==> config.mk <==
export PLATFORM = sky130hd
export DESIGN_NAME = tube_readout_ctrl
export DESIGN_NICKNAME = d
export VERILOG_FILES = /design/src/rtl/tube_pkg.sv /design/src/rtl/sat_counter16.sv /design/src/rtl/tube_readout_ctrl.sv
export SDC_FILE = /design/constraint.sdc
export NUM_CORES = 1
export LEC_CHECK = 0
export CAP_MARGIN = 40
export CORE_ASPECT_RATIO = 1.4
export CORE_MARGIN = 1
export CORE_UTILIZATION = 52
export CTS_BUF_LIST = sky130_fd_sc_hd__clkbuf_8 sky130_fd_sc_hd__clkbuf_16
export DETAILED_ROUTE_END_ITERATION = 16
export PLACE_DENSITY = 0.92
export SLEW_MARGIN = 15
export SYNTH_ARGS = -nofsm -noshare
export SYNTH_HDL_FRONTEND = slang
export SYNTH_SLANG_ARGS = --single-unit
==> constraint.sdc <==
create_clock -name clk -period 4.8 [get_ports clk]
set_input_delay 0.96 -clock clk [delete_from_list [all_inputs] [get_ports clk]]
set_output_delay 0.96 -clock clk [all_outputs]
set_load 0.02 [all_outputs]
==> src/rtl/tube_pkg.sv <==
// Shared types and constants for the drift-tube readout sequencer.
package tube_pkg;

    localparam int unsigned CNT_W_DEF = 8;
    localparam logic [7:0]  TUBE_SAT  = 8'd255;

    typedef enum logic [2:0] {
        StIdle,
        StClear,
        StGate,
        StCapture,
        StRead,
        StHold
    } state_e;

    function automatic logic [15:0] sat_inc16(input logic [15:0] v);
        return (v == 16'hFFFF) ? v : v + 16'd1;
    endfunction

endpackage

==> src/rtl/sat_counter16.sv <==
// 16-bit event counter that sticks at 16'hFFFF instead of wrapping.
module sat_counter16
    import tube_pkg::*;
(
    input  logic        clk,
    input  logic        clr,
    input  logic        inc,
    output logic [15:0] cnt
);

    logic [15:0] cnt_q;

    always_ff @(posedge clk or posedge clr) begin
        if (clr) begin
            cnt_q <= '0;
        end else if (inc) begin
            cnt_q <= sat_inc16(cnt_q);
        end
    end

    assign cnt = cnt_q;

endmodule

==> src/rtl/tube_readout_ctrl.sv <==
// Trigger-driven sequencer: clears the tube bank, gates it, snapshots the counts
// and streams them one tube per word over valid/ready.
module tube_readout_ctrl
    import tube_pkg::*;
#(
    parameter int unsigned NUM_TUBES      = 8,
    parameter int unsigned CNT_W          = CNT_W_DEF,
    parameter int unsigned GATE_CYCLES    = 200,
    parameter int unsigned HOLDOFF_CYCLES = 4,
    parameter int unsigned IDX_W          = (NUM_TUBES > 1) ? $clog2(NUM_TUBES) : 1
) (
    input  logic                       clk,
    input  logic                       clr,
    input  logic                       trig,
    input  logic [NUM_TUBES*CNT_W-1:0] tube_data,
    output logic                       tube_clr,
    output logic                       gate_en,
    output logic                       out_valid,
    input  logic                       out_ready,
    output logic [CNT_W-1:0]           out_data,
    output logic [IDX_W-1:0]           out_idx,
    output logic                       out_last,
    output logic                       busy,
    output logic [15:0]                evt_cnt,
    output logic [15:0]                drop_cnt
);

    localparam logic [15:0]      GATE_LOAD = 16'(GATE_CYCLES - 1);
    localparam logic [15:0]      HOLD_LOAD = (HOLDOFF_CYCLES == 0) ? 16'd0
                                                                   : 16'(HOLDOFF_CYCLES - 1);
    localparam logic [IDX_W-1:0] LAST_IDX  = IDX_W'(NUM_TUBES - 1);

    state_e                     state_q, state_d;
    logic                       trig_q;
    logic [15:0]                timer_q, timer_d;
    logic [IDX_W-1:0]           idx_q, idx_d;
    logic [NUM_TUBES*CNT_W-1:0] snap_q;

    logic trig_edge;
    logic in_read;
    logic xfer;
    logic evt_inc;
    logic drop_inc;

    assign trig_edge = trig & ~trig_q;
    assign in_read   = (state_q == StRead);
    assign xfer      = in_read & out_ready;
    // A trigger is only accepted in IDLE; everything else, including the
    // cycle that returns to IDLE, is counted as dropped.
    assign evt_inc   = trig_edge & (state_q == StIdle);
    assign drop_inc  = trig_edge & (state_q != StIdle);

    always_ff @(posedge clk or posedge clr) begin
        if (clr) begin
            state_q <= StIdle;
            trig_q  <= 1'b0;
            timer_q <= '0;
            idx_q   <= '0;
            snap_q  <= '0;
        end else begin
            state_q <= state_d;
            trig_q  <= trig;
            timer_q <= timer_d;
            idx_q   <= idx_d;
            if (state_q == StCapture) begin
                snap_q <= tube_data;
            end
        end
    end

    always_comb begin
        state_d = state_q;
        timer_d = timer_q;
        idx_d   = idx_q;
        unique case (state_q)
            StIdle: begin
                if (trig_edge) begin
                    state_d = StClear;
                end
            end
            StClear: begin
                timer_d = GATE_LOAD;
                state_d = StGate;
            end
            StGate: begin
                if (timer_q == 16'd0) begin
                    state_d = StCapture;
                end else begin
                    timer_d = timer_q - 16'd1;
                end
            end
            StCapture: begin
                idx_d   = '0;
                state_d = StRead;
            end
            StRead: begin
                if (xfer) begin
                    if (idx_q == LAST_IDX) begin
                        if (HOLDOFF_CYCLES == 0) begin
                            state_d = StIdle;
                        end else begin
                            timer_d = HOLD_LOAD;
                            state_d = StHold;
                        end
                    end else begin
                        idx_d = idx_q + 1'b1;
                    end
                end
            end
            StHold: begin
                if (timer_q == 16'd0) begin
                    state_d = StIdle;
                end else begin
                    timer_d = timer_q - 16'd1;
                end
            end
            default: begin
                state_d = StIdle;
            end
        endcase
    end

    // Moore outputs; readout fields are forced to zero outside READ.
    always_comb begin
        tube_clr  = clr | (state_q == StClear);
        gate_en   = (state_q == StGate);
        busy      = (state_q != StIdle);
        out_valid = in_read;
        out_idx   = '0;
        out_data  = '0;
        out_last  = 1'b0;
        if (in_read) begin
            out_idx  = idx_q;
            out_data = snap_q[idx_q*CNT_W +: CNT_W];
            out_last = (idx_q == LAST_IDX);
        end
    end

    sat_counter16 u_evt_cnt (
        .clk (clk),
        .clr (clr),
        .inc (evt_inc),
        .cnt (evt_cnt)
    );

    sat_counter16 u_drop_cnt (
        .clk (clk),
        .clr (clr),
        .inc (drop_inc),
        .cnt (drop_cnt)
    );

endmodule

==> metrics.yaml, run 1 <==
outcome:
  status: "finished, final reports clean"
layout:
  drive_gt1_share_pct: 22.0
  synthToLayoutAreaGrowth_pct: 33.5
  fin_nets: 646
  fin_area_um2: 7600
  antennaDiodeCount: 0
  finalNonFillerCells: 720
sta:
  tightest_slew_ns: 0.876
  period_minus_slack_ns: 3.52
  setup_violations: 0
  clock.fmax_ghz: 0.284
  maxSlewViolCount: 0
  period_share_pct: 73.3
  rsz0062_at_grt: "no"
  setup-tns-final_ns: 0
  clock_skew_ns: 0.00882
  hold_viol: 0
  max-slew-margin-rel_pct: 40.9
floorplanning:
  rows: 44
  start_util_pct: 54.1
  pin_count: 116
  die_w_um: 90.4
  core_um2: 10500
  fp.dieH_um: 126
  die_area_um2: 11400
yosys:
  synthArstFlopShare_pct: 100
  yosysWarnings: 0
  synth_area_um2: 5690
  synth_top_area_share_pct: 52.3
  synthTopCellsByArea: "dfrtp_1 52%, mux2_2 13%, mux4_2 6.3%"
  synth-edff-count: 0
  netlist_top_cells_count: "119 x dfrtp_1, 66 x mux2_2, 25 x nor2_1, 23 x xnor2_1, 17 x nand2_1"
  syn-num-nets: 529
  yosysSeqAreaShare_pct: 52.3
  synth_cells: 455
  synth_seq_cells: 119
  avgSynthCellArea_um2: 12.5
  synth_flop_cell: "dfrtp_1"
  synth.most_common_cell: "dfrtp_1"
  yosys.area.top_type: "dfrtp_1"
  synth.distinct_cells: 56
setup_path:
  rrSetupSlack_ns: 2.06
  cp.required_ns: 3.84
  reg2reg_from: "idx_q[1]"
  r2r_end: "timer_q[14]"
  worstPathArrival_ns: 2.56
  cp-end-kind: "output port"
  path_class: "reg2out"
  crit_fanout: 19
  start_kind: "register"
  rr_worst_depth: 7
power:
  power_density_nw_per_um2: 356
  peakVddDrop_uv: 277
  leakagePower_uw: 0.00315
placed_design:
  place_congestion: 0.853
  placed_cell_area_um2: 6970
  dpl.cell_count: 691
  place_hpwl_mm: 9.22
  port_buffers: 115
clocking:
  cts.sinks: 119
  root_buffer: "clkbuf_16"
  cts_resized: 0
  cts_tree: "yes"
  worstSkewPairLatency_ns: 0.40
  clkTransAtPathRegs_ns: 0.05
  holdBufCountCts: 0
  post_cts_buffers: 0
  cts_buffers: 17
  cts_htree_levels: 4
  clockBufferDepth: 2
detailed_routing:
  final_antenna_net_count: 0
  drc: 0
  routedWlPerCell_um: 17.9
  drt_first_iter_violations: 160
  routed_wl_mm: 12.9
  vias_per_cell: 5.76
  vias: 4148
  drtPass1Iterations: 4
global_routing:
  antenna_found_initial: 0
  grt_pass1_wl_mm: 21.2
  grt_max_degree: 69
  grt_pass1_vias: 4320
  gr-total-overflow: 0
  grt_usage_pct: 24.3
hold_path:
  whs_path_depth: 1
  holdPathEnd: "timer_q[0]"
  hold_class: "reg2reg"
  hp-start: "timer_q[0]"
run:
  max-cap-violations: 0
-- stage by stage --
stage / hold slack (ns) / setup slack [ns] / power (µW) / util, %
2_1_floorplan: 0.454 / 0.578 / 1230 / -
3_3_place_gp: 0.472 / 1.45 / 1360 / 66.2
3_5_place_dp: 0.474 / 1.44 / 1370 / 66.3
4_1_cts: 0.480 / 1.23 / 2730 / 72.3
5_1_grt: 0.514 / 1.11 / 2800 / 72.3
6_report: 0.479 / 1.28 / 2700 / 72.3
-- cells by family after synthesis --
| group | synth area share, % |
|---|---|
| AOI/OAI and AO/OA | 6.62 |
| adders and majority gates | 1.32 |
| muxes | 20.8 |
| and+or+nand+nor | 11.6 |
| buffers and inverters | 2.46 |
| xor gates and xnor gates | 4.92 |
| DFF | 52.3 |
-- layout by cell type (no fill, tap or decap), types with 9 or more instances in the layout --
cell type | Yosys | routed
nor2_1 | 25 | 25
dfrtp_1 | 119 | 119
a21oi_1 | 13 | 13
clkdlybuf4s50_1 | 0 | 115
mux2_2 | 66 | 66
mux4_2 | 16 | 16
xor2_1 | 9 | 9
xnor2_1 | 23 | 23
and3_1 | 9 | 9
nand4_1 | 10 | 10
nand3_1 | 16 | 16
nand2_1 | 17 | 17
clkbuf_16 | 0 | 17
o21ai_0 | 9 | 9
inv_1 | 11 | 11
-- cell type report --
cell class	count	area [µm²]
fillers	661	2920
clock inverters	10	178
flip-flops and latches	119	2980
repair buffers	120	1190
inverters	12	48.8
well taps	138	173
multi-input cells	302	2580
clock buffers	19	453
-- registers in the layout, indices dropped and copies added, names as in the netlist --
register / count
snap_q: 64
timer_q: 16
state_q: 3
u_evt_cnt.cnt: 16
u_drop_cnt.cnt: 16
trig_q: 1
idx_q: 3
-- critical path, stage by stage (launching register included) --
cell and delay, ns:
dfrtp_1 0.85, ha_1 0.28, ha_1 0.21, and3_1 0.20
clkdlybuf4s50_1 0.61
-- worst max-delay path by stage --
stage | end | slack [ns] | from
finish | out_last | 1.28 | idx_q[1]
global route | out_last | 1.11 | idx_q[1]
CTS | out_last | 1.23 | idx_q[1]
detailed placement | tube_clr | 1.44 | clr
global placement | tube_clr | 1.45 | clr
floorplan | tube_clr | 0.58 | clr
-- where the power goes --
part,switching [µW],leakage [µW],total [µW],internal [µW]
logic,105,0.00136,246,141
clock network,415,0.000316,1350,935
registers,49.4,0.00147,1110,1060
-- layer usage --
metal  vias up  share of wire [%]  track usage [%]
li1       1910                  -                -
met1      2088                 38             26.4
met2       124                 54             43.2
met3        26                4.5             6.70
met4         0                2.9             12.2
met5         -                  0                0
Note: power is estimated with default switching activity, not from simulation.
==> run 2: changes to the inputs <==
--- a/config.mk
+++ b/config.mk
@@ -8,10 +8,10 @@
 export CAP_MARGIN = 40
 export CORE_ASPECT_RATIO = 1.4
 export CORE_MARGIN = 1
-export CORE_UTILIZATION = 52
+export CORE_UTILIZATION = 47
 export CTS_BUF_LIST = sky130_fd_sc_hd__clkbuf_8 sky130_fd_sc_hd__clkbuf_16
 export DETAILED_ROUTE_END_ITERATION = 16
-export PLACE_DENSITY = 0.92
+export PLACE_DENSITY = 0.88
 export SLEW_MARGIN = 15
 export SYNTH_ARGS = -nofsm -noshare
 export SYNTH_HDL_FRONTEND = slang
==> constraint.sdc (replaced) <==
create_clock -name clk -period 2.9 [get_ports clk]
set_input_delay 0.58 -clock clk [delete_from_list [all_inputs] [get_ports clk]]
set_output_delay 0.58 -clock clk [all_outputs]
set_load 0.02 [all_outputs]
==> metrics.yaml, run 2 (same netlist as run 1, synthesis figures left out) <==
sta:
  period_minus_slack_ns: 2.77
  hold_slack_ns: 0.494  # was 0.479 ns
  rsz0062_at_grt: "no"  # unchanged
  maxSlewViolCount: 0  # unchanged
  clock.fmax_ghz: 0.362
  clock_skew_ns: 0.00427  # was 0.00882 ns
  max-slew-margin-rel_pct: 50.7  # was 40.9%
  hold_viol: 0  # unchanged
  setup-tns-final_ns: 0  # unchanged
  tightest_slew_ns: 0.730  # was 0.876 ns
  setup_violations: 0  # unchanged
  period_share_pct: 95.4
  layout_setup_ws_ns: 0.134  # was 1.28 ns
global_routing:
  grt_max_degree: 120  # was 69
  grt_pass1_vias: 4495  # was 4320
  antenna_found_initial: 0  # unchanged
  grt_usage_pct: 23.7  # was 24.3%
  grt_pass1_wl_mm: 22.6  # was 21.2 mm
  gr-total-overflow: 0  # unchanged
setup_path:
  cp.required_ns: 2.32  # was 3.84 ns
  slowest_stage: "clkdlybuf4s50_1"  # was dfrtp_1
  path_cells: "or3b_4 > inv_2 > clkdlybuf4s50_1"  # was ha_1 > ha_1 > and3_1 > clkdlybuf4s50_1
  path_class: "reg2out"  # unchanged
  slowest_delay_ns: 0.61  # was 0.85 ns
  crit_fanout: 18  # was 19
  cp.depth: 3  # was 4
  start_kind: "register"  # unchanged
  worstPathArrival_ns: 2.19  # was 2.56 ns
  path_buf_inv: 2  # was 1
  cp_top_family: "buffers and inverters"  # was flip-flops
  cp-end-kind: "output port"  # unchanged
  rr_worst_depth: 6  # was 7
floorplanning:
  die_area_um2: 12600  # was 11400 µm²
  die_w_um: 95.0  # was 90.4 µm
  fp.dieH_um: 132  # was 126 µm
  core_um2: 11800  # was 10500 µm²
  rows: 47  # was 44
  start_util_pct: 48.2  # was 54.1%
  pin_count: 116  # unchanged
layout:
  finalNonFillerCells: 735  # was 720
  mostFrequentLayoutCell: "dfrtp_1"  # unchanged
  largest_reg_flops: 64  # unchanged
  antennaDiodeCount: 0  # unchanged
  n_fill_cell: 868  # was 661
  layout_common_cells: "119 x dfrtp_1, 107 x clkdlybuf4s50_1, 66 x mux2_2, 24 x nor2_1, 23 x xnor2_1"  # was 119 x dfrtp_1, 115 x clkdlybuf4s50_1, 66 x mux2_2, 25 x nor2_1, 23 x xnor2_1
  top_register: "snap_q"  # unchanged
  fin_nets: 649  # was 646
  synthToLayoutAreaGrowth_pct: 33.7  # was 33.5%
  drive_gt1_share_pct: 23.3  # was 22.0%
placed_design:
  place_hpwl_mm: 9.44  # was 9.22 mm
  post-place-ws_ns: 0.272  # was 1.44 ns
  dpl.cell_count: 703  # was 691
  place_congestion: 0.858  # was 0.853
  port_buffers: 115  # unchanged
clocking:
  cts_buffers: 17  # unchanged
  cts_htree_levels: 4  # unchanged
  clockBufferDepth: 2  # unchanged
  cts_tree: "yes"  # unchanged
  cts.sinks: 119  # unchanged
  clkTransAtPathRegs_ns: 0.06  # was 0.05 ns
  worstSkewPairLatency_ns: 0.41  # was 0.40 ns
  root_buffer: "clkbuf_16"  # unchanged
  holdBufCountCts: 0  # unchanged
outcome:
  status: "finished, final reports clean"  # unchanged
hold_path:
  hold_class: "reg2reg"  # unchanged
  whs_path_depth: 1  # unchanged
run:
  max-cap-violations: 0  # unchanged
detailed_routing:
  vias: 4236  # was 4148
  final_antenna_net_count: 0  # unchanged
  vias_per_cell: 5.76  # about the same
  routed_wl_mm: 13.6  # was 12.9 mm
  drc: 0  # unchanged
  drtPass1Iterations: 5  # was 4
  routedWlPerCell_um: 18.5  # was 17.9 µm
  drt_first_iter_violations: 257  # was 160
power:
  peakVddDrop_uv: 454  # was 277 µV
  p_total_uw: 4220  # was 2700 µW
  power_density_nw_per_um2: 554  # was 356 nW/µm²
  leakagePower_uw: 0.00319  # was 0.00315 µW
-- run 2: cell count changes in the layout (fill, tap and decap cells not counted), sizes merged --
cell | previous run | this run
clkdlybuf4s50 | 115 | 107
dlygate4sd2 | 0 | 6
clkinvlp | 1 | 6
bufinv | 5 | 1
buf | 5 | 8
clkinv | 3 | 5
dlymetal6s2s | 0 | 2
clkbuf | 19 | 18
inv | 13 | 14
-- run 2: per-stage QoR --
step	area (µm²)	utilization, %
2_1_floorplan	5700	-
3_3_place_gp	7030	59.5
3_5_place_dp	7030	59.5
4_1_cts	7590	64.2
5_1_grt	7610	64.4
6_report	7610	64.4
-- run 2: path summary, 6_finish.rpt --
check	startpoint	to	slack, ns
max in group asynchronous	clr	u_drop_cnt.cnt[8]	1.69
setup / recovery	state_q[2]	gate_en	0.13
hold reg to reg	u_drop_cnt.cnt[7]	u_drop_cnt.cnt[7]	0.49
setup reg to reg	state_q[2]	u_evt_cnt.cnt[10]	0.48
hold / removal	u_drop_cnt.cnt[7]	u_drop_cnt.cnt[7]	0.49
min in group asynchronous	clr	snap_q[8]	0.75
-- run 2: where the power goes --
group	switching [µW]	leakage, µW	total (µW)	internal, µW
sequential	86.0	0.00147	1830	1750
combinational	171	0.00146	405	235
clock	772	0.000265	1980	1200
total	1030	0.00319	4220	3190
-- run 2: per-layer routing --
layer | track usage [%] | share of wire, % | vias up
met1 | 26.2 | 36 | 2164
met2 | 42.3 | 57 | 137
met5 | 0 | 0 | -
met4 | 8.84 | 2.1 | 0
met3 | 6.81 | 5.2 | 20
li1 | - | - | 1915
-- run 2: area by class of cell --
cell class	count	area, µm²	area share [%]
Multi-Input combinational cell	302	2580	33.9
Sequential cell	119	2980	39.1
Timing Repair Buffer	123	1250	16.4
Clock inverter	14	126	1.66
Inverter	12	48.8	0.641
Clock buffer	18	439	5.77
Tap cell	147	184	2.42
-- run 2: repair_timing --
item                       in CTS  in global routing
cloned                          0                  0
resized for setup               7                  5
setup endpoints to repair       8                  5
setup buffers                   0                  0
